File: config.mk
export PLATFORM = sky130hd
export DESIGN_NAME = pa_fmau_pipe_ctrl
export DESIGN_NICKNAME = d
export VERILOG_FILES = /design/src/rtl/pa_fmau_pipe_ctrl_pkg.sv /design/src/rtl/pa_fmau_stage_vld.sv /design/src/rtl/pa_fmau_pipe_ctrl.sv
export SDC_FILE = /design/constraint.sdc
export NUM_CORES = 1
export LEC_CHECK = 0
export ABC_AREA = 1
export CAP_MARGIN = 20
export CORE_MARGIN = 3
export CORE_UTILIZATION = 48
export DETAILED_ROUTE_END_ITERATION = 7
export HOLD_SLACK_MARGIN = 0.1
export PLACE_DENSITY = 0.91
export SYNTH_ARGS = -nofsm -noshare
export SYNTH_HDL_FRONTEND = slang
export SYNTH_HIERARCHICAL = 1
export SYNTH_SLANG_ARGS = --single-unit
File: constraint.sdc
create_clock -name forever_cpuclk -period 3.9 [get_ports forever_cpuclk]
set_clock_uncertainty 0.05 [all_clocks]
set_input_delay 1.17 -clock forever_cpuclk [delete_from_list [all_inputs] [get_ports forever_cpuclk]]
set_output_delay 1.17 -clock forever_cpuclk [all_outputs]
set_load 0.05 [all_outputs]
File: src/rtl/pa_fmau_pipe_ctrl_pkg.sv
// -----------------------------------------------------------------------------
// pa_fmau_pipe_ctrl_pkg
// Shared definitions for the FMAU pipeline controller: controller FSM state
// encoding, pipeline stage count and the width of the warm-up counter.
// -----------------------------------------------------------------------------
package pa_fmau_pipe_ctrl_pkg;

    // EX1 (issue), EX2 (frac shift), EX3 (add/norm)
    localparam int unsigned FMAU_STAGE_NUM = 3;

    // Warm-up counter width; covers WARM_UP_CYCLES of 1..15
    localparam int unsigned FMAU_WARM_CNT_W = 4;

    typedef enum logic {
        FMAU_WARM = 1'b0,
        FMAU_RUN  = 1'b1
    } fmau_state_e;

endpackage

File: src/rtl/pa_fmau_stage_vld.sv
// -----------------------------------------------------------------------------
// pa_fmau_stage_vld
// One FMAU pipeline stage bookkeeping register: valid bit plus a payload
// (MAC flag and/or destination tag). Used for the EX2 and EX3 stages.
// Ports:
//   clk_i    clock                rst_b_i  async reset, active low
//   load_i   new op enters stage  drain_i  current op leaves stage
//   flush_i  kill stage content   pld_i    payload of the entering op
//   vld_o    stage holds an op    pld_o    payload of the held op
// Priority on the valid bit: flush > load > drain > hold. The payload only
// changes on load so a flushed or drained stage keeps its last payload.
// -----------------------------------------------------------------------------
module pa_fmau_stage_vld #(
    parameter int unsigned PLD_W = 1
) (
    input  logic             clk_i,
    input  logic             rst_b_i,
    input  logic             load_i,
    input  logic             drain_i,
    input  logic             flush_i,
    input  logic [PLD_W-1:0] pld_i,
    output logic             vld_o,
    output logic [PLD_W-1:0] pld_o
);

    logic             vld_d;
    logic             vld_q;
    logic [PLD_W-1:0] pld_d;
    logic [PLD_W-1:0] pld_q;

    // Next-state for valid and payload
    always_comb begin
        vld_d = vld_q;
        pld_d = pld_q;
        if (flush_i) begin
            vld_d = 1'b0;
        end else if (load_i) begin
            vld_d = 1'b1;
            pld_d = pld_i;
        end else if (drain_i) begin
            vld_d = 1'b0;
        end else begin
            vld_d = vld_q;
        end
    end

    // Stage state registers
    always_ff @(posedge clk_i or negedge rst_b_i) begin
        if (!rst_b_i) begin
            vld_q <= 1'b0;
            pld_q <= {PLD_W{1'b0}};
        end else begin
            vld_q <= vld_d;
            pld_q <= pld_d;
        end
    end

    assign vld_o = vld_q;
    assign pld_o = pld_q;

endmodule

File: src/rtl/pa_fmau_pipe_ctrl.sv
// -----------------------------------------------------------------------------
// pa_fmau_pipe_ctrl
// Pipeline controller for the single-precision FMAU datapath. Accepts issue
// from IDU, tracks EX2/EX3 occupancy, applies WB back-pressure and RTU flush,
// and generates pipe-down strobes, data-clock gate enables and the post-reset
// warm-up strobe that initialises the non-reset datapath flops.
// Ports:
//   forever_cpuclk / cpurst_b        clock / async active-low reset
//   idu_fmau_ex1_sel/_mac/_tag       issue valid, MAC flag, destination tag
//   fmau_idu_ex1_ready               FMAU can accept issue this cycle
//   rtu_fmau_flush                   kill all in-flight ops
//   wb_fmau_ex3_grant                WB accepts the EX3 result this cycle
//   ctrl_dp_ex1/ex2_inst_pipe_down   datapath stage register loads
//   ctrl_xx_ex1_warm_up              warm-up load strobe to all stages
//   fmau_ex2/ex3_data_clk_en         data clock gate enables
//   ex2_mac                          EX2 op is fused mult-add
//   fmau_wb_ex3_vld/_tag             EX3 result valid and tag to WB
//   fmau_xx_no_op                    pipe empty and not warming up
// -----------------------------------------------------------------------------
module pa_fmau_pipe_ctrl
    import pa_fmau_pipe_ctrl_pkg::*;
#(
    parameter int unsigned WARM_UP_CYCLES = 2,
    parameter int unsigned TAG_WIDTH      = 5
) (
    input  logic                 forever_cpuclk,
    input  logic                 cpurst_b,
    input  logic                 idu_fmau_ex1_sel,
    input  logic                 idu_fmau_ex1_mac,
    input  logic [TAG_WIDTH-1:0] idu_fmau_ex1_tag,
    output logic                 fmau_idu_ex1_ready,
    input  logic                 rtu_fmau_flush,
    input  logic                 wb_fmau_ex3_grant,
    output logic                 ctrl_dp_ex1_inst_pipe_down,
    output logic                 ctrl_dp_ex2_inst_pipe_down,
    output logic                 ctrl_xx_ex1_warm_up,
    output logic                 fmau_ex2_data_clk_en,
    output logic                 fmau_ex3_data_clk_en,
    output logic                 ex2_mac,
    output logic                 fmau_wb_ex3_vld,
    output logic [TAG_WIDTH-1:0] fmau_wb_ex3_tag,
    output logic                 fmau_xx_no_op
);

    localparam logic [FMAU_WARM_CNT_W-1:0] WARM_INIT = FMAU_WARM_CNT_W'(WARM_UP_CYCLES - 1);

    fmau_state_e                state_d;
    fmau_state_e                state_q;
    logic [FMAU_WARM_CNT_W-1:0] warm_cnt_d;
    logic [FMAU_WARM_CNT_W-1:0] warm_cnt_q;

    logic                 warm_up_s;
    logic                 run_s;
    logic                 ex2_vld_s;
    logic                 ex3_vld_s;
    logic                 ex3_free_s;
    logic                 ex2_free_s;
    logic                 ready_s;
    logic                 ex1_pd_s;
    logic                 ex2_pd_s;
    logic                 ex3_drain_s;
    logic [TAG_WIDTH:0]   ex2_pld_s;
    logic [TAG_WIDTH-1:0] ex3_tag_s;

    // Warm-up FSM: count down in WARM, then RUN until the next reset
    always_comb begin
        state_d    = state_q;
        warm_cnt_d = warm_cnt_q;
        case (state_q)
            FMAU_WARM: begin
                if (warm_cnt_q == {FMAU_WARM_CNT_W{1'b0}}) begin
                    state_d = FMAU_RUN;
                end else begin
                    warm_cnt_d = warm_cnt_q - FMAU_WARM_CNT_W'(1);
                end
            end
            FMAU_RUN: begin
                state_d = FMAU_RUN;
            end
            default: begin
                state_d    = FMAU_WARM;
                warm_cnt_d = WARM_INIT;
            end
        endcase
    end

    // FSM state and warm-up counter registers
    always_ff @(posedge forever_cpuclk or negedge cpurst_b) begin
        if (!cpurst_b) begin
            state_q    <= FMAU_WARM;
            warm_cnt_q <= WARM_INIT;
        end else begin
            state_q    <= state_d;
            warm_cnt_q <= warm_cnt_d;
        end
    end

    assign warm_up_s = (state_q == FMAU_WARM);
    assign run_s     = (state_q == FMAU_RUN);

    // A stage is free if empty or if its occupant leaves this cycle, which
    // lets a new op follow a granted one without a bubble.
    assign ex3_free_s  = !ex3_vld_s || wb_fmau_ex3_grant;
    assign ex2_free_s  = !ex2_vld_s || ex3_free_s;
    assign ready_s     = run_s && ex2_free_s && !rtu_fmau_flush;
    assign ex1_pd_s    = idu_fmau_ex1_sel && ready_s;
    assign ex2_pd_s    = ex2_vld_s && ex3_free_s && !rtu_fmau_flush;
    assign ex3_drain_s = ex3_vld_s && wb_fmau_ex3_grant;

    pa_fmau_stage_vld #(
        .PLD_W (TAG_WIDTH + 1)
    ) u_ex2_stage (
        .clk_i   (forever_cpuclk),
        .rst_b_i (cpurst_b),
        .load_i  (ex1_pd_s),
        .drain_i (ex2_pd_s),
        .flush_i (rtu_fmau_flush),
        .pld_i   ({idu_fmau_ex1_mac, idu_fmau_ex1_tag}),
        .vld_o   (ex2_vld_s),
        .pld_o   (ex2_pld_s)
    );

    pa_fmau_stage_vld #(
        .PLD_W (TAG_WIDTH)
    ) u_ex3_stage (
        .clk_i   (forever_cpuclk),
        .rst_b_i (cpurst_b),
        .load_i  (ex2_pd_s),
        .drain_i (ex3_drain_s),
        .flush_i (rtu_fmau_flush),
        .pld_i   (ex2_pld_s[TAG_WIDTH-1:0]),
        .vld_o   (ex3_vld_s),
        .pld_o   (ex3_tag_s)
    );

    assign fmau_idu_ex1_ready         = ready_s;
    assign ctrl_dp_ex1_inst_pipe_down = ex1_pd_s;
    assign ctrl_dp_ex2_inst_pipe_down = ex2_pd_s;
    assign ctrl_xx_ex1_warm_up        = warm_up_s;
    // Warm-up clocks every datapath stage so the non-reset flops settle
    assign fmau_ex2_data_clk_en       = ex1_pd_s || warm_up_s;
    assign fmau_ex3_data_clk_en       = ex2_pd_s || warm_up_s;
    assign ex2_mac                    = ex2_pld_s[TAG_WIDTH];
    assign fmau_wb_ex3_vld            = ex3_vld_s;
    assign fmau_wb_ex3_tag            = ex3_tag_s;
    assign fmau_xx_no_op              = run_s && !ex2_vld_s && !ex3_vld_s;

endmodule

==> results of run 1 <==
==> layout make-up <==
| class | instances | area (µm²) | area share |
|---|---|---|---|
| Clock buffer | 4 | 36.28 | 0.02999 |
| Inverter | 15 | 56.30 | 0.04654 |
| Multi-Input combinational cell | 72 | 340.3 | 0.2813 |
| Sequential cell | 18 | 451.7 | 0.3733 |
| Tap cell | 16 | 20.02 | 0.01655 |
| Timing Repair Buffer | 26 | 305.3 | 0.2523 |
==> stage by stage <==
| step | setup slack (ps) | util | power (W) |
|---|---|---|---|
| 2_1_floorplan | 22.27 | - | 0.0003338 |
| 3_3_place_gp | 297.0 | 0.7444 | 0.0004045 |
| 3_5_place_dp | 212.7 | 0.7444 | 0.0004105 |
| 4_1_cts | 201.7 | 0.7675 | 0.0005232 |
| 5_1_grt | 78.44 | 0.7675 | 0.0005422 |
| 6_report | 214.4 | 0.7675 | 0.0005183 |
==> cell usage in the layout, fill, tap and decap left out, types with 2 or more instances in the layout <==
cell and n:
nor2_1 5, clkdlybuf4s50_1 19, clkbuf_4 3, nand2_4 2, buf_12 5, nor3_1 2, nand2_1 41, buf_4 2
inv_1 13, inv_2 2, nand3_1 14, dfrtp_1 17, nor2_2 2
==> sequential cells by signal (all words and copies together) (netlist names) <==
register and cells:
u_ex2_stage/pld_o 6, u_ex3_stage/pld_o 5, warm_cnt_q 4, run_s 1, u_ex2_stage/vld_o 1, u_ex3_stage/vld_o 1
==> logic make-up after synthesis <==
logic type | after synthesis | synth area share
buf+inv | 15 | 0.06638
flops | 18 | 0.5325
fa+ha+maj | 1 | 0.01475
compound gates | 4 | 0.03982
simple gates | 67 | 0.3466
==> tightest hold or removal path, stage by stage (launching register included) <==
cell and delay [ps]:
dfrtp_1 350, nand2_1 50, nand2_1 50
==> worst paths after layout <==
| check | slack (ps) | end | start |
|---|---|---|---|
| min in group asynchronous | 1270 | u_ex2_stage/pld_o[4]$_DFFE_PN0P_ | cpurst_b |
| min reg2reg | 430 | u_ex3_stage/pld_o[3]$_DFFE_PN0P_ | u_ex3_stage/pld_o[3]$_DFFE_PN0P_ |
| max in group asynchronous | 2060 | warm_cnt_q[1]$_DFFE_PN0P_ | cpurst_b |
| min | 430 | u_ex3_stage/pld_o[3]$_DFFE_PN0P_ | u_ex3_stage/pld_o[3]$_DFFE_PN0P_ |
| max | 210 | fmau_ex2_data_clk_en | rtu_fmau_flush |
| max reg2reg | 2360 | u_ex3_stage/pld_o[0]$_DFFE_PN0P_ | u_ex3_stage/vld_o$_DFFE_PN0P_ |
==> metal layers <==
layer | wire [µm] | track usage | vias to the layer above
met2 | 1021 | 0.3562 | 35
met5 | 0 | 0 | -
met4 | 35 | 0.09677 | 0
met3 | 90 | 0.02256 | 4
li1 | - | - | 387
met1 | 792 | 0.2300 | 354
==> report_power, final <==
group          switching (W)  internal (W)
logic               0.000114     0.0000634
clock network      0.0000554     0.0000569
registers          0.0000156      0.000212
total               0.000185      0.000333
==> flow_summary.toml, run 1 <==
[run_status]
status = "complete, no violations"

[synth]
synth_common_cells = "nand2_1, dfrtp_1, nand3_1"
ys_async_sr_fraction = 1.000
synth.avg_cell_area_um2 = 8.079
synth.top_cell.area_share = 0.5015
synth_top_area_cell = "dfrtp_1"
ys_seq_area_frac = 0.5324
netlist_area_um2 = 848.3
yosysWarnings = 6
syn-num-nets = 117
synth_edf_count = 0
synthFlopType = "dfrtp_1"
synthDistinctLibCells = 16
synthTopCellsByArea = "dfrtp_1, nand2_1, nand3_1"
ys_ff_latch = 18
yosysMostFrequentCell = "nand2_1"
synthCells = 105

[critical_path]
crit_buf_inv = 3
crit_family = "buffers and inverters"
cp_slowest_stage_delay_ps = 520
cp.required_ps = 2680
reg2reg_depth = 7
cp-end-kind = "output port"
start_kind = "input pin"
cp_max_fo = 7
crit_slowest_cell = "clkdlybuf4s50_1"
path_cells = "clkdlybuf4s50_1 > inv_1 > nand3_1 > o21ai_0 > buf_12"
crit_cells = 5
crit_arrival_ps = 2470
criticalPathCategory = "input pin to output port"

[drt]
ant_nets = 0
dr.pass1.iters = 4
avgRoutedWirePerCell_um = 12.84
wirelength_mm = 1.939
vias_per_cell = 5.166
drc_errors = 0
vias = 780
drtIter0Drc = 27

[timing]
whs_ps = 427.9
setup_viol = 0
worstMarginPinSlew_ps = 766.4
rsz0062_at_grt = "false"
slew_violations = 0
hold_violations = 0
fin_crit_ps = 3686
fin_crit_sh = 0.9450
fmax_mhz = 271.3
final.setup.tns_ps = 0
relSlewSlack = 0.4875

[run]
cap_violations = 0

[placed_design]
portBuffers = 24
gp_congestion = 0.7787
dp_hpwl_mm = 1.536
placedCellCount = 147
dpl_cell_area_um2 = 1174

[clocking]
clock-root-buffer = "clkbuf_4"
cts_setup_buffers = 0
ctsLongestPathBuffers = 2
cts_resized = 0
cts_hold_repair.buffers = 0
clk_latency_ps = 290
path_clk_slew_ps = 100
htree_levels = 1
cts_tree = "built"
numCtsBuffers = 3
cts_sinks = 18

[final_layout]
stdcell_count = 151
drive_gt1_frac = 0.1481
syn2layout_area_growth_pct = 42.63
fillers = 109
diodes = 0
nets = 148
design_area_um2 = 1210

[floorplan]
core_area_um2 = 1577
initial_core_util = 0.5381
rows = 14
die_w_um = 48.04
die-area_um2 = 2308
ios = 25
die_h_um = 48.04

[power]
irDropWorstVdd_uv = 292.6
power_leakage_nw = 0.6247
p_per_area_nw_per_um2 = 428.4

[worst_hold_path]
min_path_type = "flip-flop to flip-flop"
holdPathStages = 2

[global_route]
grt-ovfl-total = 0
grt_pass1_vias = 699
grt_pass1_wl_mm = 3.077
grt_max_degree = 19
grt_use_total = 0.1981
antenna_found_initial = 0
(Power assumes the default switching activity.)
==> run 2, diff against run 1 <==
--- a/config.mk
+++ b/config.mk
@@ -7,9 +7,10 @@
 export LEC_CHECK = 0
 export ABC_AREA = 1
 export CAP_MARGIN = 20
-export CORE_MARGIN = 3
+export CORE_MARGIN = 1.5
 export CORE_UTILIZATION = 48
 export DETAILED_ROUTE_END_ITERATION = 7
+export GPL_TIMING_DRIVEN = 1
 export HOLD_SLACK_MARGIN = 0.1
 export PLACE_DENSITY = 0.91
 export SYNTH_ARGS = -nofsm -noshare
==> run 2 against run 1 <==
  * Power is essentially flat
  * Sequential power is essentially flat
  * Worst setup slack lost 9.0 ps
  * Wire length grew 5.6%
  * Via count grew 4.2%
  * Utilization shrank 5.0 points
  * Die area shrank 12%
  * Critical endpoint unchanged
  * Clock power is essentially flat
  * Hold slack gained 3.0 ps
==> flow_summary.toml, run 2 (synthesis results as in run 1) <==
[run_status]
status = "complete, no violations"

[clocking]
cts_tree = "built"
cts_resized = 0
clk_latency_ps = 290
path_clk_slew_ps = 100
numCtsBuffers = 3
htree_levels = 1
cts_setup_buffers = 0
cts_sinks = 18
ctsLongestPathBuffers = 2
cts_hold_repair.buffers = 0
clock-root-buffer = "clkbuf_4"

[drt]
wl_met2_mm = 1.081
met1Wirelength_um = 814
vias = 813
ant_nets = 0
highest_layer = "met4"
drc_errors = 0
avgRoutedWirePerCell_um = 13.47
dr.pass1.iters = 6
wirelength_mm = 2.047
drtIter0Drc = 35
vias_per_cell = 5.349
wl_met3_um = 89

[final_layout]
drive_gt1_frac = 0.1481
most-common-layout-cells = "nand2_1, clkdlybuf4s50_1, dfrtp_1"
final_common_cell = "nand2_1"
largest_reg_flops = 6
final_util = 0.7170
diodes = 0
nets = 148
syn2layout_area_growth_pct = 42.77

[critical_path]
crit_arrival_ps = 2470
cp.required_ps = 2680
start_kind = "input pin"
cp-end-kind = "output port"
cp_max_fo = 7
r2r_end = "u_ex2_stage/pld_o[4]$_DFFE_PN0P_"
criticalPathCategory = "input pin to output port"
reg2reg_depth = 7
critPathLaunch = "rtu_fmau_flush"
r2r_slack_ps = 2300
reg2reg_from = "u_ex3_stage/vld_o$_DFFE_PN0P_"
critPathCapture = "fmau_ex2_data_clk_en"

[placed_design]
portBuffers = 24
dp_hpwl_mm = 1.453
gp_congestion = 0.7437

[timing]
fin_crit_sh = 0.9473
setup_viol = 0
fmax_mhz = 270.7
rsz0062_at_grt = "false"
hold_violations = 0
relSlewSlack = 0.4655
final.setup.tns_ps = 0
fin_crit_ps = 3695
slew_violations = 0
worstMarginPinSlew_ps = 799.2

[global_route]
antenna_found_initial = 0
grt_use_total = 0.2240
grt_max_degree = 19
grt-ovfl-total = 0
grt_pass1_vias = 773
grt_pass1_wl_mm = 3.256

[power]
p_per_area_nw_per_um2 = 427.9
total_power_w = 0.0005183
irDropWorstVdd_uv = 237.2
swShare = 0.3581
pwr-share-comb = 0.344
power_leakage_nw = 0.6247
seqPwrFrac = 0.439
intPower_w = 0.0003327
clkPwrFrac = 0.217
p_switching_w = 0.0001856

[floorplan]
die_w_um = 45.04
die_h_um = 45.04
ios = 25
core_area_um2 = 1689
die-area_um2 = 2029
rows = 15
initial_core_util = 0.5022

[worst_hold_path]
min_path_type = "flip-flop to flip-flop"

[run]
cap_violations = 0
run 2: cell counts in the layout (fill, tap and decap cells not counted):
Identical to the previous run, type by type.
run 2: worst min path at each step:
stage | depth (start not counted) | slack, ps | to | from
after floorplan | 2 | 390 | u_ex2_stage/pld_o[0]$_DFFE_PN0P_ | u_ex2_stage/pld_o[0]$_DFFE_PN0P_
after global placement | 2 | 400 | u_ex3_stage/pld_o[4]$_DFFE_PN0P_ | u_ex3_stage/pld_o[4]$_DFFE_PN0P_
after detailed placement | 2 | 410 | u_ex3_stage/pld_o[4]$_DFFE_PN0P_ | u_ex3_stage/pld_o[4]$_DFFE_PN0P_
after CTS | 2 | 430 | u_ex3_stage/pld_o[4]$_DFFE_PN0P_ | u_ex3_stage/pld_o[4]$_DFFE_PN0P_
after global routing | 2 | 460 | u_ex2_stage/pld_o[0]$_DFFE_PN0P_ | u_ex2_stage/pld_o[0]$_DFFE_PN0P_
final | 2 | 430 | u_ex3_stage/pld_o[4]$_DFFE_PN0P_ | u_ex3_stage/pld_o[4]$_DFFE_PN0P_
run 2: per-stage QoR:
step | instances | worst slack (ps) | cell area (µm²) | hold WS, ps
finish | 152 | 205.4 | 1211 | 430.9
global route | 152 | 80.09 | 1211 | 462.4
CTS | 152 | 205.0 | 1211 | 433.1
detailed placement | 148 | 206.3 | 1175 | 408.3
global placement | 148 | 290.1 | 1175 | 405.0
floorplan | 105 | 22.27 | 848.3 | 392.5
run 2: cell type report:
cell class	count	area, µm²
fillers	124	478.0
flip-flops and latches	18	451.7
multi-input cells	72	340.3
repair buffers	26	305.3
inverters	15	56.30
clock buffers	4	36.28
well taps	17	21.27
run 2: power by group through the flow:
stage	clock, W	combinational, W	sequential, W
global route	0.000122	0.000189	0.000231
global placement	0	0.000175	0.000230
finish	0.000112	0.000178	0.000228
detailed placement	0	0.000177	0.000231
floorplan	0	0.0000444	0.000289
CTS	0.000115	0.000179	0.000228
run 2: critical path: stages:
cell	delay, ps
clkdlybuf4s50_1	540
inv_1	110
nand3_1	120
o21ai_0	340
buf_12	190
run 2: layer usage:
layer	up-vias	GRT usage
met5	-	0
met4	0	0.1176
li1	385	-
met1	382	0.2636
met2	40	0.3829
met3	6	0.04400
